--- config.mk ---
export PLATFORM = sky130hd
export DESIGN_NAME = fifo_uart_tx
export DESIGN_NICKNAME = d
export VERILOG_FILES = /design/src/rtl/fifo_uart_tx.sv
export SDC_FILE = /design/constraint.sdc
export NUM_CORES = 1
export LEC_CHECK = 0
export ABC_AREA = 1
export BUFFER_PORTS_ARGS = -buffer_cell sky130_fd_sc_hd__buf_2
export CAP_MARGIN = 20
export CORE_UTILIZATION = 59
export CTS_CLUSTER_SIZE = 14
export DETAILED_ROUTE_END_ITERATION = 8
export GPL_ROUTABILITY_DRIVEN = 1
export PLACE_DENSITY_LB_ADDON = 0.08
export SYNTH_ARGS = -nofsm -noshare
export SYNTH_HDL_FRONTEND = slang
export SYNTH_SLANG_ARGS = --single-unit
--- constraint.sdc ---
create_clock -name clock -period 3 [get_ports clock]
set_input_delay 0 -clock clock [delete_from_list [all_inputs] [get_ports clock]]
set_output_delay 0 -clock clock [all_outputs]
set_load 0.05 [all_outputs]
--- src/rtl/fifo_uart_tx.sv ---
// Byte-FIFO read-side consumer serialising each byte as an 8N1 frame (8E1 when FIFO_TX_PARITY_EN is defined).
// Latency: rd 1 cycle after enable && !empty in IDLE, start bit 3 cycles after; frame-to-frame period is frame + 2 cycles.
// Backpressure: pops only when enable && !empty in IDLE or in the last stop cycle; enable low lets the current frame finish.
module fifo_uart_tx #(
    parameter int CLKS_PER_BIT = 16,
    parameter int DATA_W       = 8
) (
    input  logic              clock,
    input  logic              reset,
    input  logic              empty,
    input  logic [DATA_W-1:0] dout,
    input  logic              enable,
    output logic              rd,
    output logic              tx,
    output logic              busy,
    output logic              frame_done
);

    localparam int BAUD_W = (CLKS_PER_BIT > 1) ? $clog2(CLKS_PER_BIT) : 1;
    localparam int BIT_W  = (DATA_W > 1) ? $clog2(DATA_W) : 1;
    localparam logic [BAUD_W-1:0] BAUD_LAST = BAUD_W'(CLKS_PER_BIT - 1);
    localparam logic [BAUD_W-1:0] BAUD_PRE  = BAUD_W'(CLKS_PER_BIT - 2);
    localparam logic [BIT_W-1:0]  BIT_LAST  = BIT_W'(DATA_W - 1);

    typedef enum logic [2:0] {
        S_IDLE,
        S_FETCH,
        S_LATCH,
        S_START,
        S_DATA,
`ifdef FIFO_TX_PARITY_EN
        S_PARITY,
`endif
        S_STOP
    } state_t;

    state_t             state;
    logic [DATA_W-1:0]  sreg;
    logic [BAUD_W-1:0]  baud;
    logic [BIT_W-1:0]   bit_cnt;
    logic               start_ok;
    logic               baud_end;
`ifdef FIFO_TX_PARITY_EN
    logic               par;
`endif

    assign start_ok = enable && !empty;
    assign baud_end = (baud == BAUD_LAST);

    always_ff @(posedge clock) begin
        if (reset) begin
            state      <= S_IDLE;
            tx         <= 1'b1;
            rd         <= 1'b0;
            busy       <= 1'b0;
            frame_done <= 1'b0;
            sreg       <= '0;
            baud       <= '0;
            bit_cnt    <= '0;
`ifdef FIFO_TX_PARITY_EN
            par        <= 1'b0;
`endif
        end else begin
            rd         <= 1'b0;
            frame_done <= 1'b0;
            baud       <= baud + 1'b1;
            case (state)
                S_IDLE: begin
                    tx   <= 1'b1;
                    baud <= '0;
                    if (start_ok) begin
                        state <= S_FETCH;
                        rd    <= 1'b1;
                        busy  <= 1'b1;
                    end
                end
                S_FETCH: begin
                    state <= S_LATCH;
                    baud  <= '0;
                end
                // FIFO data is valid here, one cycle after the pop strobe
                S_LATCH: begin
                    sreg    <= dout;
`ifdef FIFO_TX_PARITY_EN
                    par     <= ^dout;
`endif
                    state   <= S_START;
                    tx      <= 1'b0;
                    baud    <= '0;
                    bit_cnt <= '0;
                end
                S_START: begin
                    if (baud_end) begin
                        state <= S_DATA;
                        baud  <= '0;
                        tx    <= sreg[0];
                    end
                end
                S_DATA: begin
                    if (baud_end) begin
                        baud <= '0;
                        sreg <= sreg >> 1;
                        if (bit_cnt == BIT_LAST) begin
`ifdef FIFO_TX_PARITY_EN
                            state <= S_PARITY;
                            tx    <= par;
`else
                            state <= S_STOP;
                            tx    <= 1'b1;
`endif
                        end else begin
                            bit_cnt <= bit_cnt + 1'b1;
                            tx      <= sreg[1];
                        end
                    end
                end
`ifdef FIFO_TX_PARITY_EN
                S_PARITY: begin
                    if (baud_end) begin
                        state <= S_STOP;
                        baud  <= '0;
                        tx    <= 1'b1;
                    end
                end
`endif
                S_STOP: begin
                    // registered pulse: raise it entering the final stop cycle
                    if (baud == BAUD_PRE) frame_done <= 1'b1;
                    if (baud_end) begin
                        baud <= '0;
                        if (start_ok) begin
                            state <= S_FETCH;
                            rd    <= 1'b1;
                        end else begin
                            state <= S_IDLE;
                            busy  <= 1'b0;
                        end
                    end
                end
                default: begin
                    state <= S_IDLE;
                    tx    <= 1'b1;
                    busy  <= 1'b0;
                    baud  <= '0;
                end
            endcase
        end
    end

endmodule

==> reports/results.tsv <==
stage	metric	value	unit
cts	clk_lat worst skew	0.31	ns
sta	Max Fclk	0.6966	GHz
floorplan	die area	2136	um^2
worst_setup_path	CP Data Required Time	3.22	ns
floorplan	chip height	46.22	um
floorplan	Cell Rows	15	
cts	CTS root buffer	clkbuf_4	
finish	diode count	0	
min_path	HP Class	primary input to register	
sta	Worst Skew	0.007273	ns
routing	Pre-Repair DR Iteration Count	4	
logic_synthesis	register area share after synthesis	38.18	%
power	P per Cell Area	861.0	nW/um^2
cts	cts repair resizes	0	
place	Post-DP HPWL	1771	um
floorplan	I/O pins	16	
finish	area grow syn2layout	13.12	%
sta	Tightest Pin Transition	0.4497	ns
sta	minimum clock period	1.436	ns
floorplan	area of the core	1783	um^2
sta	final setup TNS	0	ns
power	Pleak	0.6653	nW
floorplan	Starting Density	64.70	%
cts	total clock sinks	22	
routing	vias	1109	
global_route	Total GRT Usage	25.34	%
sta	Slew headroom	69.99	%
logic_synthesis	Syn. warnings	0	
logic_synthesis	Post-Syn Instances	174	
routing	DR WL/cell	10.64	um
worst_setup_path	CP max stage delay	0.39	ns
finish	ratio of cells with drive above 1 in the final layout	16.06	%
worst_setup_path	Critical Path, Cell by Cell	nor2_2 -> nand2_2 -> nand2_1 -> o21ai_4 -> nor2_1 -> nor2_1	
place	I/O Buffers	15	
global_route	largest net degree at the start of global routing	17	
routing	DRC errors left	0	
logic_synthesis	syn_nets	190	
cts	maximum clock path buffer count	2	
routing	DRT antenna net count	0	
sta	Final Hold Vio Count	0	
global_route	initial antenna violation count	0	
place	routability cong.	0.9262	
finish	fillcell total	163	
cts	htree depth	1	
sta	Slew Limit Fails	0	
power	maximum vdd drop	0.0005162	V
routing	drt initial violations	24	
worst_setup_path	CP dominant cell by count	nor2_1	
job	MaxCap Viol Count	0	
sta	unrepaired setup endpoints after global routing	false	
worst_setup_path	slowest CP cell	dfxtp_1	
global_route	vias in the first global route	968	
sta	period utilization	47.85	%
logic_synthesis	Synth cell types	24	
logic_synthesis	Mapped Area	1154	um^2
routing	Total Wirelength	2320	um
cts	total CTS buffers	3	
power	total power	1.124	mW
routing	vias per inst	5.087	
cts	Clk pin slew, worst setup/hold paths	0.12	ns
logic_synthesis	FF+latch count, synth	22	
worst_setup_path	crit end category	register	
finish	nets	210	
worst_setup_path	Crit Path Class	register to register	
worst_setup_path	worst-path maximum fanout	14	
worst_setup_path	startpoint types	register	
status	status	completed	
cts	CTS tree	done	
worst_setup_path	Crit path arrival time	1.65	ns
global_route	global route overflow	0	
global_route	first-pass GRT wire length	3877	um
floorplan	die width	46.22	um
sta	Final setup viols	0	
logic_synthesis	average size of a mapped cell	6.630	um^2
routing by layer:
metal,global-route usage [%],vias up,part of all wire (%)
met3,5.098,5,3.4
met2,42.82,22,48
met5,0,-,0
met1,31.43,492,47
met4,9.412,0,1.6
li1,-,590,-
critical path: cells and delay by family, from the launching register on:
family	cells	cell delay, ns
compound gates	1	0.13
flops	1	0.39
simple gates	5	0.84
cells in the mapped netlist, drive strengths merged:
cell type	number	area (um^2)
nand2	55	211.5
nor2	35	133.9
dfxtp	22	440.4
nand3	18	105.1
inv	16	62.57
o21ai	11	70.07
a21oi	4	20.02
ha	4	50.05
nand4	2	12.51
a21boi	1	7.510
buf	1	7.510
clkbuf	1	3.750
nor3	1	5.000
or2	1	6.260
xnor2	1	8.760
xor2	1	8.760
through the flow:
stage	hold WS, ns	utilization (%)	cell area, um^2	std cells	setup WS [ns]
2_1_floorplan	0.06907	-	1154	174	1.716
3_3_place_gp	0.2157	70.04	1249	212	1.619
3_5_place_dp	0.2172	70.04	1249	212	1.585
4_1_cts	0.009949	73.19	1305	218	1.560
5_1_grt	0.01850	73.19	1305	218	1.340
6_report	0.007388	73.19	1305	218	1.564
layout by cell type, fill, tap and decap left out, types with 2 or more instances in the layout:
master / Yosys / final
a21oi_1: 4 / 4
buf_2: 0 / 15
clkbuf_4: 0 / 3
dfxtp_1: 22 / 22
dlygate4sd3_1: 0 / 2
ha_1: 4 / 4
inv_1: 13 / 13
inv_2: 2 / 2
nand2_1: 53 / 53
nand2_2: 2 / 2
nand3_1: 15 / 15
nand3_2: 3 / 3
nand4_1: 2 / 2
nor2_1: 34 / 34
o21ai_0: 8 / 8
kinds of logic (layout without fill, tap and decap cells):
kind of cell	count (synthesis)	after routing	share of synthesized area [%]
buf+inv	18	37	6.400
simple gates	112	112	41.11
compound gates	16	16	8.460
fa+ha+maj	4	4	4.339
xor+xnor	2	2	1.519
flops	22	22	38.18
layout make-up:
class	instances	area, um^2	area share [%]
tap	25	31.28	2.397
timing repair buffer	17	95.09	7.287
clock buffer	4	36.28	2.780
inverter	16	62.56	4.794
multi-input combinational	134	639.4	48.99
sequential	22	440.4	33.75
worst paths after layout:
kind	from	endpoint	slack, ns	cells past startpoint
hold / removal	dout[6]	sreg[6]$_SDFFE_PP0P_	0.007	5
setup reg to reg	state[1]$_SDFFE_PP0P_	sreg[0]$_SDFFE_PP0P_	1.56	6
setup / recovery	state[1]$_SDFFE_PP0P_	sreg[0]$_SDFFE_PP0P_	1.56	6
hold reg to reg	baud[0]$_SDFF_PP0_	baud[0]$_SDFF_PP0_	0.48	1
registers in the layout, indices dropped and copies added, names as in the netlist:
name and flops:
sreg 8, bit_cnt 3, rd 1, state 3, frame_done 1, baud 4
tx 1, busy 1
power breakdown:
group | total, mW | internal [mW] | switching [mW]
sequential | 0.442 | 0.373 | 0.0685
combinational | 0.519 | 0.168 | 0.351
clock | 0.163 | 0.0741 | 0.0890
timing repair:
item,4_1_cts,5_1_grt
setup buffers,0,0
hold buffers,2,0
hold endpoints to repair,3,0
Note: power is estimated with default switching activity, not from simulation.
